**src/rtl/sprite_blitter_if.sv**
```systemverilog
// Bus bundle for sprite_blitter: draw-queue head, sprite storage read port and
// framebuffer write port. The blitter connects through the master modport.
interface sprite_blitter_if #(
  parameter int SPRITE_NUM = 16,
  parameter int SPRITE_W   = 32,
  parameter int SPRITE_H   = 32,
  parameter int FB_W       = 320,
  parameter int FB_H       = 240
);
  localparam int SEL_W  = $clog2(SPRITE_NUM);
  localparam int SRC_AW = $clog2(SPRITE_W * SPRITE_H);
  localparam int FB_AW  = $clog2(FB_W * FB_H);

  logic              queue_empty;
  logic              dequeue;
  logic [7:0]        q_sprite_id;
  logic [15:0]       q_x;
  logic [15:0]       q_y;
  logic [7:0]        q_scale;
  logic [SEL_W-1:0]  sprite_select;
  logic              sprite_r_en;
  logic [SRC_AW-1:0] sprite_r_addr;
  logic [3:0]        sprite_r_data;
  logic              fb_w_en;
  logic [FB_AW-1:0]  fb_w_addr;
  logic [3:0]        fb_w_data;
  logic              fb_w_ready;

  modport master (
    input  queue_empty, q_sprite_id, q_x, q_y, q_scale, sprite_r_data, fb_w_ready,
    output dequeue, sprite_select, sprite_r_en, sprite_r_addr, fb_w_en, fb_w_addr, fb_w_data
  );

  modport slave (
    output queue_empty, q_sprite_id, q_x, q_y, q_scale, sprite_r_data, fb_w_ready,
    input  dequeue, sprite_select, sprite_r_en, sprite_r_addr, fb_w_en, fb_w_addr, fb_w_data
  );
endinterface

```
**src/rtl/sprite_blitter.sv**
```systemverilog
// Sprite blitter: pops draw commands and writes scaled, clipped, non-transparent
// sprite pixels to the framebuffer. Define SPRITE_BLITTER_HFLIP_EN for q_scale[7] mirroring.
module sprite_blitter #(
  parameter int SPRITE_NUM      = 16,
  parameter int SPRITE_W        = 32,
  parameter int SPRITE_H        = 32,
  parameter int FB_W            = 320,
  parameter int FB_H            = 240,
  parameter int MAX_SCALE       = 4,
  parameter int TRANSPARENT_IDX = 0
) (
  input  logic             sys_clock,
  input  logic             reset,
  sprite_blitter_if.master bus,
  output logic             busy,
  output logic             sprite_done
);
  localparam int SEL_W  = $clog2(SPRITE_NUM);
  localparam int SRC_AW = $clog2(SPRITE_W * SPRITE_H);
  localparam int FB_AW  = $clog2(FB_W * FB_H);
  localparam int SX_W   = $clog2(SPRITE_W);
  localparam int SY_W   = $clog2(SPRITE_H);
  localparam int DX_W   = $clog2(SPRITE_W * MAX_SCALE);
  localparam int DY_W   = $clog2(SPRITE_H * MAX_SCALE);
  localparam int SC_W   = $clog2(MAX_SCALE + 1);

  typedef enum logic [1:0] {IDLE, RUN, DRAIN, DONE} state_t;

  state_t            state;
  logic              dequeue_r;
  logic              sprite_done_r;
  logic [15:0]       x_r;
  logic [15:0]       y_r;
  logic [SEL_W-1:0]  id_r;
  logic [SC_W-1:0]   s_last;
  logic [DX_W-1:0]   dx_last;
  logic [DY_W-1:0]   dy_last;
  logic [DX_W-1:0]   dx;
  logic [DY_W-1:0]   dy;
  logic [SX_W-1:0]   sx;
  logic [SY_W-1:0]   sy;
  logic [SC_W-1:0]   subx;
  logic [SC_W-1:0]   suby;
  logic              stage_valid;
  logic              stage_clip;
  logic [FB_AW-1:0]  stage_addr;

  logic [2:0]        scale_raw;
  logic [SC_W-1:0]   scale_c;
  logic [16:0]       px;
  logic [16:0]       py;
  logic              clip;
  logic [FB_AW-1:0]  pix_addr;
  logic [SX_W-1:0]   src_col;
  logic              wr_en;
  logic              stall;
  logic              rd;

  always_comb begin
    scale_raw = bus.q_scale[2:0];
    if (scale_raw == 3'd0)
      scale_c = SC_W'(1);
    else if (32'(scale_raw) > MAX_SCALE)
      scale_c = SC_W'(MAX_SCALE);
    else
      scale_c = SC_W'(scale_raw);
  end

  // Destination position and clip use 17-bit signed math so negative origins never wrap.
  always_comb begin
    px       = {x_r[15], x_r} + 17'(dx);
    py       = {y_r[15], y_r} + 17'(dy);
    clip     = px[16] || py[16] || (px[15:0] >= 16'(FB_W)) || (py[15:0] >= 16'(FB_H));
    pix_addr = FB_AW'(32'(py[15:0]) * 32'(FB_W) + 32'(px[15:0]));
  end

`ifdef SPRITE_BLITTER_HFLIP_EN
  logic flip_r;
  logic unused_scale_bits;
  assign unused_scale_bits = ^bus.q_scale[6:3];
  assign src_col = flip_r ? (SX_W'(SPRITE_W - 1) - sx) : sx;
`else
  logic unused_scale_bits;
  assign unused_scale_bits = ^bus.q_scale[7:3];
  assign src_col = sx;
`endif

  assign wr_en = stage_valid && !stage_clip && (bus.sprite_r_data != 4'(TRANSPARENT_IDX));
  assign stall = wr_en && !bus.fb_w_ready;
  // The first RUN cycle overlaps the dequeue pulse, so reads start one cycle later.
  assign rd    = (state == RUN) && !dequeue_r && !stall;

  assign bus.dequeue       = dequeue_r;
  assign bus.sprite_select = id_r;
  assign bus.sprite_r_en   = rd;
  assign bus.sprite_r_addr = SRC_AW'({sy, src_col});
  assign bus.fb_w_en       = wr_en;
  assign bus.fb_w_addr     = stage_addr;
  assign bus.fb_w_data     = stage_valid ? bus.sprite_r_data : '0;
  assign busy              = (state != IDLE);
  assign sprite_done       = sprite_done_r;

  always_ff @(posedge sys_clock or posedge reset) begin
    if (reset) begin
      state         <= IDLE;
      dequeue_r     <= 1'b0;
      sprite_done_r <= 1'b0;
      x_r           <= '0;
      y_r           <= '0;
      id_r          <= '0;
      s_last        <= '0;
      dx_last       <= '0;
      dy_last       <= '0;
      dx            <= '0;
      dy            <= '0;
      sx            <= '0;
      sy            <= '0;
      subx          <= '0;
      suby          <= '0;
      stage_valid   <= 1'b0;
      stage_clip    <= 1'b0;
      stage_addr    <= '0;
`ifdef SPRITE_BLITTER_HFLIP_EN
      flip_r        <= 1'b0;
`endif
    end else begin
      dequeue_r     <= 1'b0;
      sprite_done_r <= 1'b0;
      if (!stall)
        stage_valid <= 1'b0;
      case (state)
        IDLE: begin
          if (!bus.queue_empty) begin
            dequeue_r <= 1'b1;
            x_r       <= bus.q_x;
            y_r       <= bus.q_y;
            id_r      <= SEL_W'(bus.q_sprite_id);
            s_last    <= scale_c - SC_W'(1);
            dx_last   <= DX_W'(SPRITE_W * int'(scale_c) - 1);
            dy_last   <= DY_W'(SPRITE_H * int'(scale_c) - 1);
            dx        <= '0;
            dy        <= '0;
            sx        <= '0;
            sy        <= '0;
            subx      <= '0;
            suby      <= '0;
`ifdef SPRITE_BLITTER_HFLIP_EN
            flip_r    <= bus.q_scale[7];
`endif
            if (32'(bus.q_sprite_id) >= SPRITE_NUM) begin
              state         <= DONE;
              sprite_done_r <= 1'b1;
            end else begin
              state <= RUN;
            end
          end
        end
        RUN: begin
          if (rd) begin
            stage_valid <= 1'b1;
            stage_clip  <= clip;
            stage_addr  <= clip ? '0 : pix_addr;
            if (dx == dx_last) begin
              dx   <= '0;
              sx   <= '0;
              subx <= '0;
              dy   <= dy + DY_W'(1);
              if (suby == s_last) begin
                suby <= '0;
                sy   <= sy + SY_W'(1);
              end else begin
                suby <= suby + SC_W'(1);
              end
              if (dy == dy_last)
                state <= DRAIN;
            end else begin
              dx <= dx + DX_W'(1);
              if (subx == s_last) begin
                subx <= '0;
                sx   <= sx + SX_W'(1);
              end else begin
                subx <= subx + SC_W'(1);
              end
            end
          end
        end
        DRAIN: begin
          if (!stall) begin
            state         <= DONE;
            sprite_done_r <= 1'b1;
          end
        end
        DONE:    state <= IDLE;
        default: state <= IDLE;
      endcase
    end
  end
endmodule
```
**src/flat_wrapper.sv**
```systemverilog
// flat-port wrapper written by rule: the top's interface ports become plain ports
module sprite_blitter_flat 
#(
  parameter int SPRITE_NUM      = 16,
  parameter int SPRITE_W        = 32,
  parameter int SPRITE_H        = 32,
  parameter int FB_W            = 320,
  parameter int FB_H            = 240,
  parameter int MAX_SCALE       = 4,
  parameter int TRANSPARENT_IDX = 0
)
  (sys_clock, reset, busy, sprite_done, bus_queue_empty, bus_q_sprite_id, bus_q_x, bus_q_y, bus_q_scale, bus_sprite_r_data, bus_fb_w_ready, bus_dequeue, bus_sprite_select, bus_sprite_r_en, bus_sprite_r_addr, bus_fb_w_en, bus_fb_w_addr, bus_fb_w_data);
  sprite_blitter_if #(.SPRITE_NUM(SPRITE_NUM), .SPRITE_W(SPRITE_W), .SPRITE_H(SPRITE_H), .FB_W(FB_W), .FB_H(FB_H)) bus_i ();
  input  logic sys_clock;
  input  logic reset;
  output logic busy;
  output logic sprite_done;
  input wire logic [$bits(bus_i.queue_empty)-1:0] bus_queue_empty;
  input wire logic [$bits(bus_i.q_sprite_id)-1:0] bus_q_sprite_id;
  input wire logic [$bits(bus_i.q_x)-1:0] bus_q_x;
  input wire logic [$bits(bus_i.q_y)-1:0] bus_q_y;
  input wire logic [$bits(bus_i.q_scale)-1:0] bus_q_scale;
  input wire logic [$bits(bus_i.sprite_r_data)-1:0] bus_sprite_r_data;
  input wire logic [$bits(bus_i.fb_w_ready)-1:0] bus_fb_w_ready;
  output wire logic [$bits(bus_i.dequeue)-1:0] bus_dequeue;
  output wire logic [$bits(bus_i.sprite_select)-1:0] bus_sprite_select;
  output wire logic [$bits(bus_i.sprite_r_en)-1:0] bus_sprite_r_en;
  output wire logic [$bits(bus_i.sprite_r_addr)-1:0] bus_sprite_r_addr;
  output wire logic [$bits(bus_i.fb_w_en)-1:0] bus_fb_w_en;
  output wire logic [$bits(bus_i.fb_w_addr)-1:0] bus_fb_w_addr;
  output wire logic [$bits(bus_i.fb_w_data)-1:0] bus_fb_w_data;
  assign bus_i.queue_empty = bus_queue_empty;
  assign bus_i.q_sprite_id = bus_q_sprite_id;
  assign bus_i.q_x = bus_q_x;
  assign bus_i.q_y = bus_q_y;
  assign bus_i.q_scale = bus_q_scale;
  assign bus_i.sprite_r_data = bus_sprite_r_data;
  assign bus_i.fb_w_ready = bus_fb_w_ready;
  assign bus_dequeue = bus_i.dequeue;
  assign bus_sprite_select = bus_i.sprite_select;
  assign bus_sprite_r_en = bus_i.sprite_r_en;
  assign bus_sprite_r_addr = bus_i.sprite_r_addr;
  assign bus_fb_w_en = bus_i.fb_w_en;
  assign bus_fb_w_addr = bus_i.fb_w_addr;
  assign bus_fb_w_data = bus_i.fb_w_data;
  sprite_blitter #(.SPRITE_NUM(SPRITE_NUM), .SPRITE_W(SPRITE_W), .SPRITE_H(SPRITE_H), .FB_W(FB_W), .FB_H(FB_H), .MAX_SCALE(MAX_SCALE), .TRANSPARENT_IDX(TRANSPARENT_IDX)) u_core (.sys_clock(sys_clock), .reset(reset), .bus(bus_i), .busy(busy), .sprite_done(sprite_done));
endmodule
```
**config.mk**
```make
export PLATFORM = sky130hd
export DESIGN_NAME = sprite_blitter_flat
export DESIGN_NICKNAME = d
export VERILOG_FILES = /design/src/rtl/sprite_blitter_if.sv /design/src/rtl/sprite_blitter.sv /design/src/flat_wrapper.sv
export SDC_FILE = /design/constraint.sdc
export NUM_CORES = 1
export LEC_CHECK = 0
export CELL_PAD_IN_SITES_DETAIL_PLACEMENT = 1
export CELL_PAD_IN_SITES_GLOBAL_PLACEMENT = 2
export CORE_MARGIN = 5
export CORE_UTILIZATION = 30
export DETAILED_ROUTE_END_ITERATION = 8
export PLACE_DENSITY = 0.89
export SLEW_MARGIN = 20
export SYNTH_ARGS = -nofsm -noshare
export SYNTH_HDL_FRONTEND = slang
export SYNTH_SLANG_ARGS = --single-unit
```
**constraint.sdc**
```tcl
create_clock -name sys_clock -period 3.9 [get_ports sys_clock]
set_input_delay 0.975 -clock sys_clock [delete_from_list [all_inputs] [get_ports sys_clock]]
set_output_delay 0.975 -clock sys_clock [all_outputs]
set_load 0.005 [all_outputs]
```
-- Yosys cells after proc, flatten, opt, wreduce, memory -nomap -nowiden
Index checks and enable logic that the tools add are counted.
- word-level logic and storage cells: 117
- register bits after elaboration: 99
- output and inout port bits: 40
- magnitude comparators: 4
- equality and inequality tests: 14
- add/subtract/negate cells: 11
- reductions and logical operators: 24
- $mul: 1
- mux-type cells: 45
- bitwise operators: 1
- operator list (operator ; number):
    5-bit 2-to-1 mux ; 7
    7-bit 2-to-1 mux ; 5
    16-bit by 8-bit adder with 17-bit output ; 2
    7-bit one-hot mux with 2 select lines ; 2
    3-bit 2-to-1 mux ; 9
    5-bit one-hot mux with 2 select lines ; 2
    17-bit by 16-bit adder with 17-bit output ; 1
    17-bit 2-to-1 mux ; 1
    16-bit by 8-bit greater-or-equal comparator with 1-bit output (second input constant) ; 1
    16-bit by 9-bit greater-or-equal comparator with 1-bit output (second input constant) ; 1
    16-bit by 3-bit multiplier with 11-bit output (second input constant) ; 1
    7-bit by 1-bit adder with 7-bit output (second input constant) ; 2
    7-bit == test ; 2
    2-bit 2-to-1 mux ; 6
    2-bit inequality test (second input constant) ; 6
    3-bit one-hot mux with 2 select lines ; 2
    5-bit by 1-bit adder with 5-bit output (second input constant) ; 2
    5-bit AND reduction ; 2
    8-bit by 5-bit greater-or-equal comparator with 1-bit output (second input constant) ; 1
    1-bit 2-to-1 mux ; 8
    2-bit one-hot mux with 4 select lines ; 1
    4-bit AND reduction ; 2
    7-bit by 1-bit subtractor with 7-bit output (second input constant) ; 1
    3-bit by 1-bit adder with 3-bit output (second input constant) ; 2
    18 further kinds ; 31

-- Logic depth before layout (Yosys ltp)
- depth in word-level cells: 8
- gate-level depth with buffers: 20
- depth with buffers taken out: 20

-- Least setup slack after synthesis
No wires, ideal clock.
- path kind: register -> register
- from: register u_core.dy[0]
- to: register u_core.stage_addr[16] (netlist: u_core.bus.fb_w_addr[16])
- setup time: 0.119 ns
- path slack: -0.341 ns
- stages on the path, launching flop included: 19
- arrival time: 4.122 ns
- cell sequence: dfrtp_1 > ha_1 > inv_1 > fa_1 > nand2b_1 > a21oi_1 > xor2_1 > ha_1 > fa_1 > a21o_1 > a21oi_1 > xnor2_1 > ha_1 > o41a_1 > a21o_1 > a21oi_1 > xnor2_1 > xnor2_1 > o21ai_2
- word-level cells in the longest chain between the ends: 5
- elaborated cells on any way between the ends: 8
- classes of those cells: add/sub (2); mul (1); order compare (1); mux (1); reduce/logical (3)
- RTL lines (element ; RTL line ; RTL):
    start: declaration ; sprite_blitter.sv:39 ; logic [DY_W-1:0] dy;
    start signal: assignment ; sprite_blitter.sv:167 ; dy <= dy + DY_W'(1);
    16-bit by 8-bit adder with 17-bit output (*) ; sprite_blitter.sv:72 ; py = {y_r[15], y_r} + 17'(dy);
    parallel branches: the longest is 3 deep, another holds 17-bit by 16-bit adder with 17-bit output ; -- ;
    17-bit 2-to-1 mux (*) ; sprite_blitter.sv:162 ; stage_addr <= clip ? '0 : pix_addr;
    end signal: assignment ; sprite_blitter.sv:162 ;
    end: declaration ; sprite_blitter.sv:46 ; logic [FB_AW-1:0] stage_addr;
Mark *: on every way between the ends.
A chain may end at the register's enable or synchronous reset.

-- Worst setup path after layout
- from: register u_core.y_r[0]
- to: register u_core.stage_addr[16] (netlist: u_core.bus.fb_w_addr[16])
- word-level cells in the longest chain between the ends: 5
- elaborated cells on any way between the ends: 8
- classes of those cells: add/sub (2); mul (1); order compare (1); mux (1); reduce/logical (3)
- RTL lines (element ; RTL line ; RTL):
    start: declaration ; sprite_blitter.sv:33 ; logic [15:0] y_r;
    start signal: assignment ; sprite_blitter.sv:136 ; y_r <= bus.q_y;
    16-bit by 8-bit adder with 17-bit output (*) ; sprite_blitter.sv:72 ;
    parallel branches: the longest is 3 deep, another holds 17-bit by 16-bit adder with 17-bit output ; -- ;
    17-bit 2-to-1 mux (*) ; sprite_blitter.sv:162 ;
Marked as above.

==> run_results.csv <==
group,metric,value,unit
timing,rsz0062_at_grt,"yes",
die,die_width,152.0,µm
power,p_leak,0.003795,µW
timing,worst_pin_slew,804.3,ps
logic_synthesis,synth.top_cells.by_count,"163 x nand2_1, 93 x dfrtp_1, 47 x ha_1",
timing,fin_skew,8.267,ps
setup_path,path_max_fanout,3,
logic_synthesis,ys.warnings.count,0,
route,drtPass1Iterations,4,
clock_tree,clock-sinks,93,
finish,syn2layout_area_growth,36.38,%
status,outcome,"complete, but fails checks",
die,core_area,20040,µm²
logic_synthesis,synthCells,695,
route,drt_iter0_drc,173,
power,peakVddDrop,502.1,µV
route,remaining_drc_errors,0,
route,routed_wl,17770,µm
timing,slew_viol_final,0,
logic_synthesis,synth_top_family_by_area,"simple AND/OR/NAND/NOR gates",
finish,fill_cells,2377,
clock_tree,h-tree-depth,3,
die,die_y,152.0,µm
timing,final.setup.worst_slack,-204.3,ps
global_routing,track_usage,15.20,%
timing,report.final.hold_viol_count,0,
timing,finalSetupTns,-204.3,ps
global_routing,grt_max_degree,53,
logic_synthesis,synth_edf_count,0,
logic_synthesis,yosys.area.top_type,"dfrtp_1",
global_routing,grt_first_pass_wirelength,29150,µm
flow_run,maxCapViolations,0,
clock_tree,clockBufferDepth,2,
logic_synthesis,yosys.area_share.simple,21.61,%
clock_tree,cts_buffers,9,
logic_synthesis,synth-xor-area-share,8.831,%
logic_synthesis,netlist_top_cells_area,"dfrtp_1 38%, nand2_1 10%, ha_1 9.7%, xor2_1 4.5%, xnor2_1 4.3%",
timing,setup_violations,1,
logic_synthesis,syn-num-nets,802,
logic_synthesis,synth.yosys.seq_area_share,38.47,%
clock_tree,clk_pin_slew_worst_paths,70,ps
clock_tree,cts-hold-fix-buffers,0,
global_routing,grt_pass1_vias,5683,
logic_synthesis,synthAdderAreaFrac,11.04,%
die,initial_core_util,30.19,%
place,portBuffers,90,
logic_synthesis,synthMuxAreaShare,0.8687,%
setup_path,cp.required,4150,ps
status,violations,"negative setup slack",
finish,nets,940,
timing,fin_crit_sh,105.2,%
die,dieArea,23110,µm²
setup_path,critPathKind,"reg2reg",
logic_synthesis,synth_top_area_share,38.47,%
clock_tree,clkLatencyLatePin,360,ps
logic_synthesis,synth_compound_area_share,15.64,%
setup_path,arrival,4350,ps
logic_synthesis,syn_area_per_cell,8.704,µm²
logic_synthesis,synth_most_common_cell,"nand2_1",
route,wl_per_cell,16.03,µm
finish,final_core_util,41.17,%
logic_synthesis,yosys_most_used_dff,"dfrtp_1",
clock_tree,cts_tree,"built",
route,viasPerCell,4.911,
global_routing,overflow,0,
finish,diodes,0,
die,io_pins,96,
timing,timing.fmax,243.7,MHz
place,dp_hpwl,13160,µm
setup_path,end_kind,"flip-flop",
timing,period_minus_slack,4104,ps
setup_path,worstSetupStartpointType,"flip-flop",
logic_synthesis,syn_area,6050,µm²
logic_synthesis,async_flop_share,100.0,%
logic_synthesis,ys_types,56,
timing,max_slew_margin,46.18,%
hold_path,min_path_type,"reg2reg",
clock_tree,clockRootBuffer,"clkbuf_16",
global_routing,antenna_found_initial,0,
route,dr_total_vias,5441,
place,gp_congestion,0.8046,
power,powerDensity,934.7,nW/µm²
finish,layout-drive-gt1-share,16.23,%
logic_synthesis,ys_ff_latch,93,
die,row_count,52,
route,final_antenna_net_count,0,
## report_power, final
part	total [µW]	switching, µW	internal [µW]
combinational	5140	2650	2490
sequential	1570	343	1230
clock	998	413	586
## what timing repair did
item,CTS,global route
setup buffers,3,9
endpoints found under the setup margin,2,4
gates resized for setup,8,25
pin swaps,11,20
## cells in the final DEF (no fill, tap or decap), types with 3 or more instances in the layout
| master | Yosys | layout |
|---|---|---|
| a211oi_1 | 6 | 6 |
| a21o_1 | 11 | 11 |
| a21oi_1 | 25 | 16 |
| a21oi_2 | 1 | 8 |
| a31oi_1 | 7 | 7 |
| and2_1 | 7 | 7 |
| and3_1 | 6 | 5 |
| buf_4 | 0 | 60 |
| buf_6 | 1 | 3 |
| clkbuf_16 | 0 | 9 |
| clkdlybuf4s50_1 | 0 | 90 |
| dfrtp_1 | 93 | 93 |
| ha_1 | 47 | 40 |
| ha_2 | 0 | 3 |
| ha_4 | 0 | 4 |
| inv_1 | 26 | 24 |
| inv_6 | 0 | 3 |
| mux2i_1 | 3 | 3 |
| nand2_1 | 163 | 163 |
| nand2b_1 | 10 | 9 |
| nand3_1 | 23 | 23 |
| nand4_1 | 15 | 15 |
| nor2_1 | 41 | 39 |
| nor3_1 | 7 | 6 |
| nor4_1 | 4 | 4 |
| o211ai_1 | 5 | 5 |
| o21a_1 | 3 | 3 |
| o21ai_0 | 46 | 43 |
| o21ai_1 | 0 | 3 |
| o21ai_2 | 9 | 9 |
| o21bai_1 | 3 | 3 |
| o31ai_1 | 8 | 7 |
| xnor2_1 | 30 | 25 |
| xnor2_2 | 0 | 5 |
| xor2_1 | 31 | 30 |
## through the flow
stage	power (µW)	std cells	setup WS [ps]	hold WS, ps	area (µm²)
floorplan	4215	695	-83.88	449.7	6093
CTS	7057	1100	-111.9	489.0	8043
detailed placement	5834	1081	-186.2	468.9	7644
global route	8320	1108	-413.2	509.0	8250
finish	7712	1108	-204.3	481.0	8250
global placement	5663	1081	-114.0	464.4	7644
## worst max-delay path: stages, from the launching register on
cell and delay (ps):
dfrtp_1 410, ha_2 210, inv_2 40, fa_2 350, nand2b_4 160, a21oi_4 200
xor2_2 190, ha_1 280, fa_2 370, a21o_1 180, a21oi_2 200, buf_4 140
o21bai_1 50, a21oi_1 200, xnor2_1 170, ha_1 300, a21oi_2 200, xnor2_2 150
xnor2_2 130, o21ai_2 60
## cell type report
type	count	area (µm²)	share of cell area, %
clock buffer	10	239.0	2.897
clock inverter	6	91.34	1.107
multi-input combinational	548	3730	45.21
inverter	26	100.1	1.213
timing repair buffer	155	1425	17.27
tap	270	337.8	4.095
sequential	93	2327	28.21
## per-layer routing
metal	track usage (%)	vias to the layer above	wire length, µm
li1	-	2678	-
met1	19.57	2649	8110
met2	25.66	95	8639
met3	3.498	19	724
met4	4.281	0	292
met5	0	-	0
## registers in the layout, indices dropped and copies added, names as in the netlist, 3 cells and up, named ones only
signal and cells:
u_core.bus.sprite_select 4, u_core.bus.fb_w_addr 17, u_core.x_r 16, u_core.subx 3, u_core.y_r 16, u_core.src_col 5, u_core.sy 5, u_core.dx 7
u_core.suby 3, u_core.dy 7
## path summary, 6_finish.rpt
path | to | from | slack, ps | depth (start not counted)
worst max-delay path | u_core.bus.fb_w_addr[16] | u_core.y_r[0] | -200 | 19
worst min-delay path | u_core.bus.sprite_select[0] | u_core.bus.sprite_select[0] | 480 | 2
worst max register to register | u_core.bus.fb_w_addr[16] | u_core.y_r[0] | -200 | 19
worst min register to register | u_core.bus.sprite_select[0] | u_core.bus.sprite_select[0] | 480 | 2
max in group asynchronous | u_core.y_r[8] | reset | 2190 | 3
min in group asynchronous | u_core.bus.fb_w_addr[2] | reset | 1020 | 2
## cell families (layout without fill, tap and decap cells)
logic type	Yosys count	count (layout)
AO/OA/AOI/OAI	143	143
XOR/XNOR	61	61
adder cells (fa/ha/maj)	51	51
flip-flops	93	93
multiplexers	5	5
AND/OR/NAND/NOR	288	288
buffers and inverters	54	197
Power figures use the tool's default switching activity.
